File: src/rtl/led_scroll_ctrl.sv
// LED position controller: one lit LED (or a bar) stepped by debounced buttons.
// Optional build macro LED_SCROLL_BAR_EN selects a thermometer bar instead of one-hot.
module led_scroll_ctrl #(
    parameter int WIDTH         = 8,
    parameter int RESET_POS     = 0,
    parameter int WRAP          = 0,
    parameter int HOLD_CYCLES   = 0,
    parameter int REPEAT_CYCLES = 1,
    localparam int PW           = $clog2(WIDTH)
) (
    input  logic             clk,
    input  logic             rst_n,
    input  logic             dLef,
    input  logic             dRig,
    input  logic             dCen,
    output logic [WIDTH-1:0] LED,
    output logic [PW-1:0]    pos,
    output logic             at_left,
    output logic             at_right,
    output logic             step_pulse
);

    localparam int MAXC = (HOLD_CYCLES > REPEAT_CYCLES) ? HOLD_CYCLES : REPEAT_CYCLES;
    localparam int CW   = $clog2(MAXC + 1);

    localparam logic [PW-1:0] POS_MAX = PW'(WIDTH - 1);
    localparam logic [PW-1:0] POS_RST = PW'(RESET_POS);
    localparam logic [CW-1:0] HOLD_LD = CW'((HOLD_CYCLES > 0) ? HOLD_CYCLES - 1 : 0);
    localparam logic [CW-1:0] REP_LD  = CW'((REPEAT_CYCLES > 0) ? REPEAT_CYCLES - 1 : 0);

    typedef enum logic [1:0] {
        S_IDLE,
        S_DELAY,
        S_REPEAT,
        S_WAIT
    } state_e;

    function automatic logic [WIDTH-1:0] led_of(input logic [PW-1:0] p);
        logic [WIDTH-1:0] v;
        for (int i = 0; i < WIDTH; i++) begin
`ifdef LED_SCROLL_BAR_EN
            v[i] = (i <= int'(p));
`else
            v[i] = (i == int'(p));
`endif
        end
        return v;
    endfunction

    localparam logic [WIDTH-1:0] LED_RST = led_of(POS_RST);

    state_e           state_q, state_d;
    logic [1:0]       dir_c, dir_q, dir_d;
    logic             dir_valid;
    logic [CW-1:0]    cnt_q, cnt_d;
    logic [PW-1:0]    pos_q, pos_d, pos_step;
    logic [WIDTH-1:0] led_q, led_d;
    logic             pulse_q, pulse_d;
    logic             step_req;

    // {left, right} one-hot when exactly one button is down, else zero
    assign dir_c     = {dLef & ~dRig, dRig & ~dLef};
    assign dir_valid = dLef ^ dRig;

    // Candidate position for a step in the current direction (saturate or wrap)
    always_comb begin
        pos_step = pos_q;
        if (dir_c[1]) begin
            if (pos_q == POS_MAX) pos_step = (WRAP != 0) ? '0 : pos_q;
            else                  pos_step = pos_q + PW'(1);
        end else if (dir_c[0]) begin
            if (pos_q == '0) pos_step = (WRAP != 0) ? POS_MAX : pos_q;
            else             pos_step = pos_q - PW'(1);
        end
    end

    // Press / hold-delay / auto-repeat sequencing; re-centre overrides everything
    always_comb begin
        state_d  = state_q;
        dir_d    = dir_q;
        cnt_d    = cnt_q;
        step_req = 1'b0;
        if (dCen) begin
            state_d = S_IDLE;
        end else begin
            unique case (state_q)
                S_IDLE: begin
                    if (dir_valid) begin
                        step_req = 1'b1;
                        dir_d    = dir_c;
                        cnt_d    = HOLD_LD;
                        state_d  = (HOLD_CYCLES == 0) ? S_WAIT : S_DELAY;
                    end
                end
                S_DELAY, S_REPEAT: begin
                    if (dir_c != dir_q) begin
                        state_d = S_IDLE;
                    end else if (cnt_q == '0) begin
                        step_req = 1'b1;
                        cnt_d    = REP_LD;
                        state_d  = S_REPEAT;
                    end else begin
                        cnt_d = cnt_q - CW'(1);
                    end
                end
                S_WAIT: begin
                    if (dir_c != dir_q) state_d = S_IDLE;
                end
            endcase
        end
    end

    // Next position, LED pattern and step pulse (only when pos really moves)
    always_comb begin
        pos_d   = pos_q;
        pulse_d = 1'b0;
        if (dCen) begin
            pos_d = POS_RST;
        end else if (step_req) begin
            pos_d   = pos_step;
            pulse_d = (pos_step != pos_q);
        end
        led_d = led_of(pos_d);
    end

    // State and output registers
    always_ff @(posedge clk or negedge rst_n) begin
        if (!rst_n) begin
            state_q <= S_IDLE;
            dir_q   <= '0;
            cnt_q   <= '0;
            pos_q   <= POS_RST;
            led_q   <= LED_RST;
            pulse_q <= 1'b0;
        end else begin
            state_q <= state_d;
            dir_q   <= dir_d;
            cnt_q   <= cnt_d;
            pos_q   <= pos_d;
            led_q   <= led_d;
            pulse_q <= pulse_d;
        end
    end

    assign LED        = led_q;
    assign pos        = pos_q;
    assign at_left    = (pos_q == POS_MAX);
    assign at_right   = (pos_q == '0);
    assign step_pulse = pulse_q;

endmodule

File: config.mk
export PLATFORM = sky130hd
export DESIGN_NAME = led_scroll_ctrl
export DESIGN_NICKNAME = d
export VERILOG_FILES = /design/src/rtl/led_scroll_ctrl.sv
export SDC_FILE = /design/constraint.sdc
export NUM_CORES = 1
export LEC_CHECK = 0
export ABC_AREA = 1
export ABC_CLOCK_PERIOD_IN_PS = 4010
export CAP_MARGIN = 20
export CORE_MARGIN = 4
export CORE_UTILIZATION = 56
export CTS_BUF_LIST = sky130_fd_sc_hd__clkbuf_4
export DETAILED_ROUTE_END_ITERATION = 8
export GPL_ROUTABILITY_DRIVEN = 0
export PLACE_DENSITY = 0.95
export REMOVE_ABC_BUFFERS = 1
export SLEW_MARGIN = 20
export SYNTH_ARGS = -nofsm -noshare
export SYNTH_HDL_FRONTEND = slang
export SYNTH_SLANG_ARGS = --single-unit
File: constraint.sdc
create_clock -name clk -period 4.01 [get_ports clk]
set_input_delay 1.0025 -clock clk [delete_from_list [all_inputs] [get_ports clk]]
set_output_delay 1.0025 -clock clk [all_outputs]
set_load 0.02 [all_outputs]
### Word-level counts from Yosys, hierarchy flattened

Index checks and enable logic that the tools add are counted.

| storage, ports and cells | value |
|---|---|
| register bits after elaboration | 17 |
| word-level logic and storage cells | 64 |
| output and inout bits | 14 |

| cells by class | value |
|---|---|
| $add $sub $neg | 3 |
| reduce and logical (&&, ||, !) cells | 8 |
| bitwise gates (word level) | 6 |
| muxes and demuxes | 23 |
| equal/unequal tests | 18 |

Operator list:

| operator | number |
|---|---|
| two-way mux 3 bit | 6 |
| equality test 3 bit, first input constant | 4 |
| two-way mux 2 bit | 5 |
| two-way mux 1 bit | 9 |
| equality test 2 x 3 -> 1 bit, first input constant | 2 |
| zero test 3 bit | 2 |
| != test 3 bit, second input constant | 2 |
| case mux 2 bit (3 select lines) | 1 |
| AND reduction 3 bit | 2 |
| equality test 2 bit, second input constant | 2 |
| != test 2 bit, second input constant | 2 |
| != test 4 bit, second input constant | 1 |
| case mux 1 bit (2 select lines) | 2 |
| AND reduction 4 bit | 1 |
| adder 3 x 1 -> 3 bit, second input constant | 1 |
| equality test 1 x 3 -> 1 bit, first input constant | 1 |
| equality test 3 bit, second input constant | 1 |
| != test 3 bit | 1 |
| NOT 1 bit | 3 |
| subtractor 3 x 1 -> 3 bit, second input constant | 1 |
| AND 1 bit | 2 |
| equality test 2 x 1 -> 1 bit, second input constant | 1 |
| zero test 2 bit | 1 |
| != test 2 bit | 1 |
| other kinds (4) | 4 |

### Logic depth before layout (Yosys ltp)

| depth | value |
|---|---|
| depth after elaboration | 9 |
| depth in mapped cells | 13 |
| mapped depth without buffers | 13 |

### Worst setup path after synthesis

OpenSTA, ideal clock, no wires.

| timing path | value |
|---|---|
| path type | input -> register |
| from | in dRig |
| to | reg led_q[4], in the netlist LED[4] |
| data required time | 3895 ps |
| path slack | 1773 ps |
| path buffers | 0 |
| data arrival time | 2121 ps |
| stages | 10 |
| cells stage by stage | inv_1 -> ha_1 -> xnor2_1 -> nand3_2 -> nand2_2 -> nand2_2 -> a21oi_1 -> nor2_4 -> inv_2 -> nor2_1 |

| on the way | value |
|---|---|
| cells in the longest elaborated chain, start to end | 9 |

RTL lines:

| what | RTL line | source |
|---|---|---|
| start, declared | 14 | `input logic dRig,` |
| NOT 1 bit (*) | 62 | `assign dir_c = {dLef & ~dRig, dRig & ~dLef};` |
| AND 1 bit (*) | 62 |  |
| via dir_c[1] | 53 | `logic [1:0] dir_c, dir_q, dir_d;` |
| != test 2 bit | 96 | `if (dir_c != dir_q) begin` |
| two-way mux 1 bit | 96 |  |
| case mux 1 bit (2 select lines) | 86 | `unique case (state_q)` |
| two-way mux 1 bit | 83 | `if (dCen) begin` |
| two-way mux 3 bit (*) | 119 | `end else if (step_req) begin` |
| two-way mux 3 bit (*) | 117 | `if (dCen) begin` |
| via pos_d[2] | 56 | `logic [PW-1:0] pos_q, pos_d, pos_step;` |
| equality test 3 bit (*) | 44 | `v[i] = (i == int'(p));` |
| via led_d[4] | 57 | `logic [WIDTH-1:0] led_q, led_d;` |
| end signal, assigned | 140 | `led_q <= led_d;` |
| end, declared | 57 |  |

Mark *: on every way through the listed nets, which the timed path passes. The rest lies on a longest branch.
A chain may end at the register's enable or synchronous reset.

### Worst setup path in the final report

| timing path | value |
|---|---|
| from | reg pos_q[1], in the netlist pos[1] |
| to | out at_right |

| on the way | value |
|---|---|
| cells in the longest elaborated chain, start to end | 1 |

RTL lines:

| what | RTL line | source |
|---|---|---|
| start, declared | 56 |  |
| start signal, assigned | 139 | `pos_q <= pos_d;` |
| zero test 3 bit | 148 | `assign at_right = (pos_q == '0);` |
| end, declared | 19 | `output logic at_right,` |

No other way between the ends.

==> metrics.txt <==
outcome complete, no violations; Initial Util 0.593; worst slew margin relative to its limit 0.516; critical path's largest stage delay between 500 and 600 ps; placed instance area 0.00110 mm²; final hold violation count 0; slew at the pin closest to its max-slew limit 724 ps; Core ar. around 0.0015 mm²; switching part of the total 0.435; highest fanout seen on the critical path 4; ratio of total power to cell area 593 mW/mm²; reported leakage power approximately 0.58 nW; Crit path top cell by count inv_1; cell area after technology mapping 903 µm²; switching power of the nets just under 0.3 mW; achievable frequency roughly 360 MHz; Post-route DRC 0; wire length of the first global-routing pass slightly below 3 mm; setup fix buffers added after clock tree synthesis 0; endpoint type of the worst setup path output pin; post-route antenna net violation count 0; number of pins exceeding their max-slew limit in the final report 0; setup repair after global routing missed its margin false; critical setup path kind flop to output pin; worst min-delay path class flop to flop; grt total ovfl 0; gr usage total 0.184; total number of clock tree sinks 16; Clock transition at path regs approximately 90 ps; routed wirelength normalized by instance count 12.5 µm; quantity of gates resized following cts 0; count of max-cap constraint violations 0; DP Worst Slack approximately 1000 ps; area enclosed by the die boundary about 0.0023 mm²; number of hold-repair buffers added at the cts stage 0; detail-routed via count per cell 5.27; Initial DRT Pass Iterations 4; Post-Route WL 1.85 mm; combinational power share 0.522; layout cell share with drive strength beyond 1 0.0985; Critical path buffers and inverters 3; CP arrival 1770 ps; TritonCTS clock tree yes; register area share after synthesis 0.445; Row Count 14; final clock skew roughly 3.9 ps; DIE WIDTH around 48 µm; Vert. Die Dim slightly below 50 µm; Synth-to-Final Area Change 25.1%; TritonCTS Buffers 3; Antenna Diode Count 0; worst setup margin about 1200 ps; Synth Warn # 0; Primary FF master, synth dfrtp_1; number of antenna violations at the first check in global routing 0; ys async rst share 1.00; largest voltage drop on the vdd net between 0.3 and 0.4 mV; mean instance size in the synthesized netlist 8.21 µm²; Total Negative Setup Slacks 0 ps; final instance area 0.00113 mm²; maximum number of pins on one net before global-route repair 17; number of buffers inserted by port buffering 18; insertion delay to the later sink of the worst-skew pair approximately 290 ps; post-route clock period utilization 0.692; Iteration-0 DRC Markers 14; DP HPWL 1.48 mm; slowest stage cell, crit path clkdlybuf4s50_1; vias in the first global route around 750; cell-internal power ~0.38 mW; Worst Path Required roughly 3000 ps; vias after detailed routing between 700 and 800; cell-by-cell trace of the critical path inv_1 -> ha_1 -> nand2_1 -> inv_1 -> clkdlybuf4s50_1; CTS max path bufs 2; shortest period the worst path allows 2780 ps; part of the power in the clock network 0.130; number of distinct library cell variants in the gate-level netlist after synthesis 18; critical path startpoint category flop; Largest delay share family, worst path buffers and inverters; count of mapped cells out of synthesis between 100 and 150; net count reported at finish around 150; setup violation total in the final timing report 0; fill cell count 107; IO Count 19; number of synthesized flops with an enable pin 0; part of the power in registers 0.348; Yosys reg bits 16; root cell of the clock tree clkbuf_4; total number of H-tree levels 1
[flip-flops by register name, indices dropped and copies added (netlist names)]
name,flops
LED,8
dir_q,2
step_pulse,1
pos,3
state_q,2
[layout make-up]
cell class,instances,area (µm²),share of cell area
clock buffers,3,22.5,0.0199
multi-input cells,76,434,0.384
well taps,16,20.0,0.0177
inverters,18,67.6,0.0598
flip-flops and latches,16,402,0.355
repair buffers,18,180,0.159
clock inverters,1,3.75,0.00332
[worst min-delay path, stage by stage (launching register included)]
cell	delay [ps]
dfrtp_1	370
nand2_1	50
o21ai_0	60
[final timing paths]
kind	slack, ps	from	end	depth (start not counted)
max reg2reg	2370	state_q[0]	LED[5]	10
min reg2reg	520	dir_q[0]	dir_q[0]	2
min in group asynchronous	1140	rst_n	state_q[0]	1
min	520	dir_q[0]	dir_q[0]	2
max in group asynchronous	2410	rst_n	LED[7]	1
max	1230	pos[1]	at_right	5
[Yosys cell counts, types with 2 or more instances]
cell     instances  area share
nand2_2          4       0.028
dfrtp_1         15        0.42
o21ai_0          2       0.011
a21oi_1          4       0.022
nor2_4           2       0.025
ha_1             9        0.12
nand2_1         28        0.12
nand3_1         10       0.055
nor2_1          11       0.046
inv_1           17       0.071
[layout by cell type, fill, tap and decap left out, types with 2 or more instances in the layout]
master and n:
nor2_1 11, a21oi_1 4, ha_1 9, inv_1 17, nor2_4 2, clkbuf_4 3, dfrtp_1 15, clkdlybuf4s50_1 18
o21ai_0 2, nand2_1 28, nand3_1 10, nand2_2 4
[per-stage QoR]
step	utilization	hold WS, ps	power, mW	cells
2_1_floorplan	-	473	0.468	110
6_report	0.741	521	0.670	148
3_3_place_gp	0.724	492	0.570	144
5_1_grt	0.741	559	0.728	148
3_5_place_dp	0.724	499	0.585	144
4_1_cts	0.741	522	0.673	148
[kinds of logic after synthesis]
| group | Yosys count | synth area share |
|---|---|---|
| adder cells (fa/ha/maj) | 9 | 0.125 |
| flip-flops | 16 | 0.445 |
| AND/OR/NAND/NOR | 57 | 0.288 |
| buffers and inverters | 18 | 0.0748 |
| AO/OA/AOI/OAI | 9 | 0.0582 |
| XOR/XNOR | 1 | 0.00970 |
[routing by layer]
| metal | up-vias | routed length (µm) | GRT usage |
|---|---|---|---|
| li1 | 389 | - | - |
| met1 | 361 | 830 | 0.228 |
| met2 | 22 | 898 | 0.302 |
| met3 | 8 | 71 | 0.0221 |
| met4 | 0 | 46 | 0.113 |
| met5 | - | 0 | 0 |
[power groups by stage]
stage,registers [mW],logic (mW),clock network (mW)
2_1_floorplan,0.263,0.204,0
6_report,0.233,0.350,0.0869
3_3_place_gp,0.233,0.336,0
4_1_cts,0.233,0.350,0.0895
5_1_grt,0.240,0.393,0.0947
3_5_place_dp,0.236,0.348,0
Note: power is estimated with default switching activity, not from simulation.
